===== config.mk =====
export PLATFORM = sky130hd
export DESIGN_NAME = decode_stage
export DESIGN_NICKNAME = d
export VERILOG_FILES = /design/src/rtl/decode_stage_pkg.sv /design/src/rtl/decode_stage_imm_gen.sv /design/src/rtl/decode_stage.sv
export SDC_FILE = /design/constraint.sdc
export NUM_CORES = 1
export LEC_CHECK = 0
export CORE_MARGIN = 2
export CORE_UTILIZATION = 48
export DETAILED_ROUTE_END_ITERATION = 6
export PLACE_DENSITY = 0.77
export SLEW_MARGIN = 40
export SYNTH_ARGS = -nofsm -noshare
export SYNTH_HDL_FRONTEND = slang
export SYNTH_SLANG_ARGS = --single-unit

===== constraint.sdc =====
create_clock -name clk -period 10.3 [get_ports clk]
set_input_delay 2.575 -clock clk [delete_from_list [all_inputs] [get_ports clk]]
set_output_delay 2.575 -clock clk [all_outputs]
set_load 0.1 [all_outputs]

===== src/rtl/decode_stage_pkg.sv =====
// Core constants: execute-stage operation codes, RV32I opcode/funct fields and
// the decoded payload carried from decode to execute.
package decode_stage_pkg;

  typedef enum logic [4:0] {
    ALU_X     = 5'd0,
    ALU_ADD   = 5'd1,
    ALU_SUB   = 5'd2,
    ALU_SLL   = 5'd3,
    ALU_SLT   = 5'd4,
    ALU_SLTU  = 5'd5,
    ALU_XOR   = 5'd6,
    ALU_SRL   = 5'd7,
    ALU_SRA   = 5'd8,
    ALU_OR    = 5'd9,
    ALU_AND   = 5'd10,
    ALU_JALR  = 5'd11,
    ALU_COPY1 = 5'd12,
    BR_BEQ    = 5'd13,
    BR_BNE    = 5'd14,
    BR_BLT    = 5'd15,
    BR_BGE    = 5'd16,
    BR_BLTU   = 5'd17,
    BR_BGEU   = 5'd18
  } exe_fun_e;

  localparam logic [6:0] OPC_OP     = 7'b0110011;
  localparam logic [6:0] OPC_OP_IMM = 7'b0010011;
  localparam logic [6:0] OPC_LUI    = 7'b0110111;
  localparam logic [6:0] OPC_AUIPC  = 7'b0010111;
  localparam logic [6:0] OPC_JAL    = 7'b1101111;
  localparam logic [6:0] OPC_JALR   = 7'b1100111;
  localparam logic [6:0] OPC_BRANCH = 7'b1100011;
  localparam logic [6:0] OPC_LOAD   = 7'b0000011;
  localparam logic [6:0] OPC_STORE  = 7'b0100011;

  localparam logic [2:0] F3_ADD_SUB = 3'b000;
  localparam logic [2:0] F3_SLL     = 3'b001;
  localparam logic [2:0] F3_SLT     = 3'b010;
  localparam logic [2:0] F3_SLTU    = 3'b011;
  localparam logic [2:0] F3_XOR     = 3'b100;
  localparam logic [2:0] F3_SRL_SRA = 3'b101;
  localparam logic [2:0] F3_OR      = 3'b110;
  localparam logic [2:0] F3_AND     = 3'b111;

  localparam logic [2:0] F3_BEQ  = 3'b000;
  localparam logic [2:0] F3_BNE  = 3'b001;
  localparam logic [2:0] F3_BLT  = 3'b100;
  localparam logic [2:0] F3_BGE  = 3'b101;
  localparam logic [2:0] F3_BLTU = 3'b110;
  localparam logic [2:0] F3_BGEU = 3'b111;

  localparam logic [6:0] F7_BASE = 7'b0000000;
  localparam logic [6:0] F7_ALT  = 7'b0100000;

  typedef struct packed {
    exe_fun_e    exe_fun;
    logic [31:0] op1_data;
    logic [31:0] op2_data;
    logic        is_branch;
    logic        is_jump;
    logic [31:0] br_target;
    logic        wb_en;
    logic [4:0]  rd_addr;
    logic [31:0] pc;
    logic        illegal;
  } dec_payload_t;

  // Register/immediate ALU op from funct3; alt selects SUB/SRA.
  function automatic exe_fun_e f3_to_alu(input logic [2:0] f3, input logic alt);
    exe_fun_e fun;
    case (f3)
      F3_ADD_SUB: fun = alt ? ALU_SUB : ALU_ADD;
      F3_SLL:     fun = ALU_SLL;
      F3_SLT:     fun = ALU_SLT;
      F3_SLTU:    fun = ALU_SLTU;
      F3_XOR:     fun = ALU_XOR;
      F3_SRL_SRA: fun = alt ? ALU_SRA : ALU_SRL;
      F3_OR:      fun = ALU_OR;
      F3_AND:     fun = ALU_AND;
      default:    fun = ALU_X;
    endcase
    return fun;
  endfunction

endpackage


===== src/rtl/decode_stage_imm_gen.sv =====
// Immediate generator: sign-extended I/S/B/U/J immediates of an RV32I word.
module imm_gen (
  input  logic [31:0] inst_i,
  output logic [31:0] imm_i_o,
  output logic [31:0] imm_s_o,
  output logic [31:0] imm_b_o,
  output logic [31:0] imm_u_o,
  output logic [31:0] imm_j_o
);

  assign imm_i_o = {{20{inst_i[31]}}, inst_i[31:20]};
  assign imm_s_o = {{20{inst_i[31]}}, inst_i[31:25], inst_i[11:7]};
  assign imm_b_o = {{19{inst_i[31]}}, inst_i[31], inst_i[7], inst_i[30:25], inst_i[11:8], 1'b0};
  assign imm_u_o = {inst_i[31:12], 12'h000};
  assign imm_j_o = {{11{inst_i[31]}}, inst_i[31], inst_i[19:12], inst_i[20], inst_i[30:21], 1'b0};

endmodule


===== src/rtl/decode_stage.sv =====
// RV32I decode stage: decodes one instruction per cycle into a registered
// execute payload behind a valid/ready handshake with optional skid buffer.
module decode_stage
  import decode_stage_pkg::*;
#(
  parameter bit ENABLE_SKID = 1'b1
) (
  input  logic        clk,
  input  logic        reset,
  input  logic        id_valid,
  output logic        id_ready,
  input  logic [31:0] id_inst,
  input  logic [31:0] id_pc,
  output logic [4:0]  rs1_addr,
  output logic [4:0]  rs2_addr,
  input  logic [31:0] rs1_data,
  input  logic [31:0] rs2_data,
  input  logic        flush,
  output logic        ex_valid,
  input  logic        ex_ready,
  output logic [4:0]  ex_exe_fun,
  output logic [31:0] ex_op1_data,
  output logic [31:0] ex_op2_data,
  output logic        ex_is_branch,
  output logic        ex_is_jump,
  output logic [31:0] ex_br_target,
  output logic        ex_wb_en,
  output logic [4:0]  ex_rd_addr,
  output logic [31:0] ex_pc,
  output logic        ex_illegal
);

  logic [6:0]   opcode_s;
  logic [2:0]   funct3_s;
  logic [6:0]   funct7_s;
  logic [4:0]   rd_s;
  logic [31:0]  imm_i_s, imm_s_s, imm_b_s, imm_u_s, imm_j_s;
  logic         wb_s;
  logic         accept_s;
  dec_payload_t decoded_s;
  dec_payload_t out_q, out_d, skid_q, skid_d;
  logic         out_valid_q, out_valid_d, skid_valid_q, skid_valid_d;

  assign opcode_s = id_inst[6:0];
  assign funct3_s = id_inst[14:12];
  assign funct7_s = id_inst[31:25];
  assign rd_s     = id_inst[11:7];
  assign rs1_addr = id_inst[19:15];
  assign rs2_addr = id_inst[24:20];

  imm_gen u_imm_gen (
    .inst_i  (id_inst),
    .imm_i_o (imm_i_s),
    .imm_s_o (imm_s_s),
    .imm_b_o (imm_b_s),
    .imm_u_o (imm_u_s),
    .imm_j_o (imm_j_s)
  );

  // Instruction decode into the execute payload; unknown encodings flow as illegal.
  always_comb begin
    decoded_s         = '0;
    decoded_s.exe_fun = ALU_X;
    decoded_s.rd_addr = rd_s;
    decoded_s.pc      = id_pc;
    wb_s              = 1'b0;
    case (opcode_s)
      OPC_OP: begin
        if ((funct7_s == F7_BASE) ||
            ((funct7_s == F7_ALT) && ((funct3_s == F3_ADD_SUB) || (funct3_s == F3_SRL_SRA)))) begin
          decoded_s.exe_fun  = f3_to_alu(funct3_s, funct7_s[5]);
          decoded_s.op1_data = rs1_data;
          decoded_s.op2_data = rs2_data;
          wb_s               = 1'b1;
        end else begin
          decoded_s.illegal = 1'b1;
        end
      end
      OPC_OP_IMM: begin
        if (((funct3_s == F3_SLL) && (funct7_s != F7_BASE)) ||
            ((funct3_s == F3_SRL_SRA) && (funct7_s != F7_BASE) && (funct7_s != F7_ALT))) begin
          decoded_s.illegal = 1'b1;
        end else if ((funct3_s == F3_SLL) || (funct3_s == F3_SRL_SRA)) begin
          decoded_s.exe_fun  = f3_to_alu(funct3_s, funct7_s[5]);
          decoded_s.op1_data = rs1_data;
          decoded_s.op2_data = {27'd0, id_inst[24:20]};
          wb_s               = 1'b1;
        end else begin
          decoded_s.exe_fun  = f3_to_alu(funct3_s, 1'b0);
          decoded_s.op1_data = rs1_data;
          decoded_s.op2_data = imm_i_s;
          wb_s               = 1'b1;
        end
      end
      OPC_LUI: begin
        decoded_s.exe_fun  = ALU_COPY1;
        decoded_s.op1_data = imm_u_s;
        wb_s               = 1'b1;
      end
      OPC_AUIPC: begin
        decoded_s.exe_fun  = ALU_ADD;
        decoded_s.op1_data = id_pc;
        decoded_s.op2_data = imm_u_s;
        wb_s               = 1'b1;
      end
      OPC_JAL: begin
        decoded_s.exe_fun   = ALU_ADD;
        decoded_s.op1_data  = id_pc;
        decoded_s.op2_data  = 32'd4;
        decoded_s.is_jump   = 1'b1;
        decoded_s.br_target = id_pc + imm_j_s;
        wb_s                = 1'b1;
      end
      OPC_JALR: begin
        if (funct3_s == 3'b000) begin
          decoded_s.exe_fun  = ALU_JALR;
          decoded_s.op1_data = rs1_data;
          decoded_s.op2_data = imm_i_s;
          decoded_s.is_jump  = 1'b1;
          wb_s               = 1'b1;
        end else begin
          decoded_s.illegal = 1'b1;
        end
      end
      OPC_BRANCH: begin
        case (funct3_s)
          F3_BEQ:  decoded_s.exe_fun = BR_BEQ;
          F3_BNE:  decoded_s.exe_fun = BR_BNE;
          F3_BLT:  decoded_s.exe_fun = BR_BLT;
          F3_BGE:  decoded_s.exe_fun = BR_BGE;
          F3_BLTU: decoded_s.exe_fun = BR_BLTU;
          F3_BGEU: decoded_s.exe_fun = BR_BGEU;
          default: decoded_s.illegal = 1'b1;
        endcase
        if (!decoded_s.illegal) begin
          decoded_s.op1_data  = rs1_data;
          decoded_s.op2_data  = rs2_data;
          decoded_s.is_branch = 1'b1;
          decoded_s.br_target = id_pc + imm_b_s;
        end else begin
          decoded_s.is_branch = 1'b0;
        end
      end
      OPC_LOAD: begin
        if ((funct3_s == 3'b011) || (funct3_s == 3'b110) || (funct3_s == 3'b111)) begin
          decoded_s.illegal = 1'b1;
        end else begin
          decoded_s.exe_fun  = ALU_ADD;
          decoded_s.op1_data = rs1_data;
          decoded_s.op2_data = imm_i_s;
          wb_s               = 1'b1;
        end
      end
      OPC_STORE: begin
        if ((funct3_s == 3'b000) || (funct3_s == 3'b001) || (funct3_s == 3'b010)) begin
          decoded_s.exe_fun  = ALU_ADD;
          decoded_s.op1_data = rs1_data;
          decoded_s.op2_data = imm_s_s;
        end else begin
          decoded_s.illegal = 1'b1;
        end
      end
      default: decoded_s.illegal = 1'b1;
    endcase
    decoded_s.wb_en = wb_s && (rd_s != 5'd0) && !decoded_s.illegal;
  end

  // Upstream ready: skid occupancy only (skid mode) or output-slot free (no skid); never during flush.
  always_comb begin
    if (flush) begin
      id_ready = 1'b0;
    end else if (ENABLE_SKID) begin
      id_ready = !skid_valid_q;
    end else begin
      id_ready = !out_valid_q || ex_ready;
    end
  end

  assign accept_s = id_valid && id_ready && !flush;

  // Output/skid register next state: flush wins, then skid drain, then new accept.
  always_comb begin
    out_d        = out_q;
    out_valid_d  = out_valid_q;
    skid_d       = skid_q;
    skid_valid_d = skid_valid_q;
    if (flush) begin
      out_valid_d  = 1'b0;
      skid_valid_d = 1'b0;
    end else if (skid_valid_q) begin
      if (ex_ready) begin
        out_d        = skid_q;
        out_valid_d  = 1'b1;
        skid_valid_d = 1'b0;
      end else begin
        out_valid_d = 1'b1;
      end
    end else if (accept_s) begin
      if (!out_valid_q || ex_ready) begin
        out_d       = decoded_s;
        out_valid_d = 1'b1;
      end else begin
        skid_d       = decoded_s;
        skid_valid_d = 1'b1;
      end
    end else if (ex_ready) begin
      out_valid_d = 1'b0;
    end else begin
      out_valid_d = out_valid_q;
    end
  end

  // Output and skid registers with asynchronous reset.
  always_ff @(posedge clk or posedge reset) begin
    if (reset) begin
      out_q        <= '0;
      out_valid_q  <= 1'b0;
      skid_q       <= '0;
      skid_valid_q <= 1'b0;
    end else begin
      out_q        <= out_d;
      out_valid_q  <= out_valid_d;
      skid_q       <= skid_d;
      skid_valid_q <= skid_valid_d;
    end
  end

  assign ex_valid     = out_valid_q;
  assign ex_exe_fun   = out_q.exe_fun;
  assign ex_op1_data  = out_q.op1_data;
  assign ex_op2_data  = out_q.op2_data;
  assign ex_is_branch = out_q.is_branch;
  assign ex_is_jump   = out_q.is_jump;
  assign ex_br_target = out_q.br_target;
  assign ex_wb_en     = out_q.wb_en;
  assign ex_rd_addr   = out_q.rd_addr;
  assign ex_pc        = out_q.pc;
  assign ex_illegal   = out_q.illegal;

endmodule


==> metrics.txt <==
status=finished clean; Site Rows=66; Final ANT Viol Nets=0; clock sinks=286; Core ar.=32700 sq um; crit-path leading delay family=buffers and inverters; crit end category=output pin; Post-Syn Nets=1973; Worst Setup SP=id_inst[21]; Setup Fix Bufs, Post-CTS=0; final setup fails=0; Die Height=186 um; Ports=287; Die W=186 um; Synth top area share=0.448; dpl cells=2406; register area share after synthesis=0.448; Mapped Area=16000 sq um; top_reg_cell synth=dfrtp_1; H-tree levels=2; most frequent cells in the layout=285 x dfrtp_1, 279 x nand2_1, 211 x o21ai_0, 156 x a21oi_1, 154 x buf_2; period utilisation layout=0.633; leakage=8.73 nW; die footprint=34800 sq um; VDD IR max=0.144 mV; largest fanout on the critical path=5; # port buffers=286; Worst Skew=12.4 ps; 1st-pass router iterations=7; setup slack at placement=3800 ps; initial antenna violation count=4; Req. time, crit path=7730 ps; Final HPWL DP=37700 um; Cell variety after synth=76; post-DR vias/cell=5.99; final hold vios=0; clock-pin slew of the registers on the worst-case setup and hold paths=60 ps; setup slack after layout=3780 ps; RSZ-0062 raised after global routing=no; Tot Pwr=3.26 mW; hold_buf cts=0; Clock Tree Buf Depth=3; GR Util All Layers=0.298; Synth area leaders=dfrtp_1 45%, o21ai_0 6.6%, nand2_1 6.6%; Hold Crit Class=reg2reg; pin count of the biggest net entering global routing=137; total grt overflow=0; vias in the first global route=14300; fraction of layout cells with a size suffix above 1=0.155; crit path cell chain=clkdlybuf4s50_1, buf_2; Max Cap Viol=0; Final Non-Filler Cells=2466; Worst path slowest cell=clkdlybuf4s50_1; Post-Synthesis Cells=1786; # nets final=2187; gp weighted congestion=0.954; post-synth top area cell=dfrtp_1; CP Buf/Inv Count=2; measured slew at the worst slew-check pin=778 ps; crit path DAT=3950 ps; total negative slack=0 ps; TritonCTS clock tree=built; Fmax=153 MHz; first-pass GRT wire length=82100 um; asr flop ratio synth=1.00; pwr dens=167 nW/um^2; hold path start=skid_q[62]$_DFFE_PP0P_; Post-synth EDFFs=0; Worst Setup Path Type=in2out; Final Critical Period=6520 ps; slowest cell delay on critical path=830 ps; most common cell after layout, fill and taps aside=dfrtp_1; first-iteration detailed-routing DRC count=1198; Ys Warns=0; FF+latch count, synth=286; worst reg2reg startpoint=skid_valid_q$_DFF_PP0_; Residual DRC=0; Avg Cell Area, Syn=8.95 sq um; CP startpoint kind=input pin; clk_lat worst skew=520 ps; TritonCTS buffer count=34; root buffer cell=clkbuf_16; CTS resizes=0; Avg WL per Cell=21.4 um; Starting Density=0.489; fin. max-slew vios=0; Area Growth Syn to Fin=22.0%; end-of-flow core utilization=0.596; WL final=52700 um; relative slew slack=0.476; DR vias=14800
[sequential cells by signal, summed over array words and instances, names as in the netlist, 5 cells and up]
| signal | cells |
|---|---|
| ex_pc | 32 |
| ex_br_target | 32 |
| ex_op2_data | 32 |
| skid_q | 142 |
| ex_op1_data | 32 |
| ex_exe_fun | 5 |
| ex_rd_addr | 5 |
[power breakdown]
part           switching (mW)  leakage, nW  internal, mW
combinational           0.577         4.35         0.209
sequential             0.0485         3.84          1.21
clock                   0.484        0.541         0.729
[metal layers]
layer  share of wire  vias to the layer above  track usage
met5         0.00036                        -            0
met4           0.028                        2       0.0934
met3           0.086                      106       0.0572
met2            0.49                      607        0.502
met1            0.40                     7173        0.389
li1                -                     6892            -
[final timing paths]
| kind | to | slack, ps | cells past startpoint |
|---|---|---|---|
| worst max-delay path | rs2_addr[1] | 3780 | 2 |
| worst min-delay path | skid_q[62]$_DFFE_PP0P_ | 480 | 2 |
| worst max register to register | ex_pc[2]$_DFFE_PP0P_ | 7750 | 6 |
| worst min register to register | skid_q[62]$_DFFE_PP0P_ | 480 | 2 |
| max in group asynchronous | ex_op1_data[22]$_DFFE_PP0P_ | 6540 | 5 |
| min in group asynchronous | skid_q[76]$_DFFE_PP0P_ | 2410 | 2 |
[synthesized netlist by cell type (4+ instances only)]
master,instances
a311oi_1,5
nand2_1,279
o21a_1,9
a31oi_1,15
nand2b_1,15
nor2b_1,8
nand4_1,9
buf_4,16
buf_2,15
o211ai_1,9
mux2_2,53
mux2i_1,50
inv_1,20
o21ai_1,65
xnor2_1,12
a221oi_1,20
buf_1,16
o2111ai_1,6
or4_1,4
nor4_1,5
nor3_1,18
a21oi_1,156
a211oi_1,18
a22o_1,6
xor2_1,10
and3_1,13
o21ai_0,211
or2_2,7
nor2_1,127
o221ai_1,4
dfrtp_1,286
o31ai_1,4
nand3_1,18
or3_1,5
ha_1,52
a21o_1,18
a222oi_1,20
a22oi_1,30
o22ai_1,11
clkbuf_1,87
[kinds of logic (layout without fill, tap and decap cells)]
group	after synthesis	count (layout)	share of synthesized area
flip-flops	286	286	0.448
AO/OA/AOI/OAI	642	642	0.245
adder cells (fa/ha/maj)	54	54	0.0432
XOR/XNOR	22	22	0.0121
other	0	3	0
multiplexers	104	104	0.0694
buffers and inverters	157	392	0.0432
AND/OR/NAND/NOR	521	521	0.140
[cell type report]
type	instances	area (sq um)
Timing Repair Buffer	315	2430
Tap cell	442	553
Fill cell	2863	13200
Clock buffer	45	952
Clock inverter	12	168
Multi-Input combinational cell	1343	8150
Inverter	20	78.8
Antenna cell	3	7.51
Sequential cell	286	7160
[metrics by stage]
step / cell area (sq um) / hold WS, ps
3_5_place_dp: 18400 / 465
5_1_grt: 19500 / 490
6_report: 19500 / 476
4_1_cts: 19500 / 478
2_1_floorplan: 16000 / 442
3_3_place_gp: 19000 / 454
(Power assumes the default switching activity.)
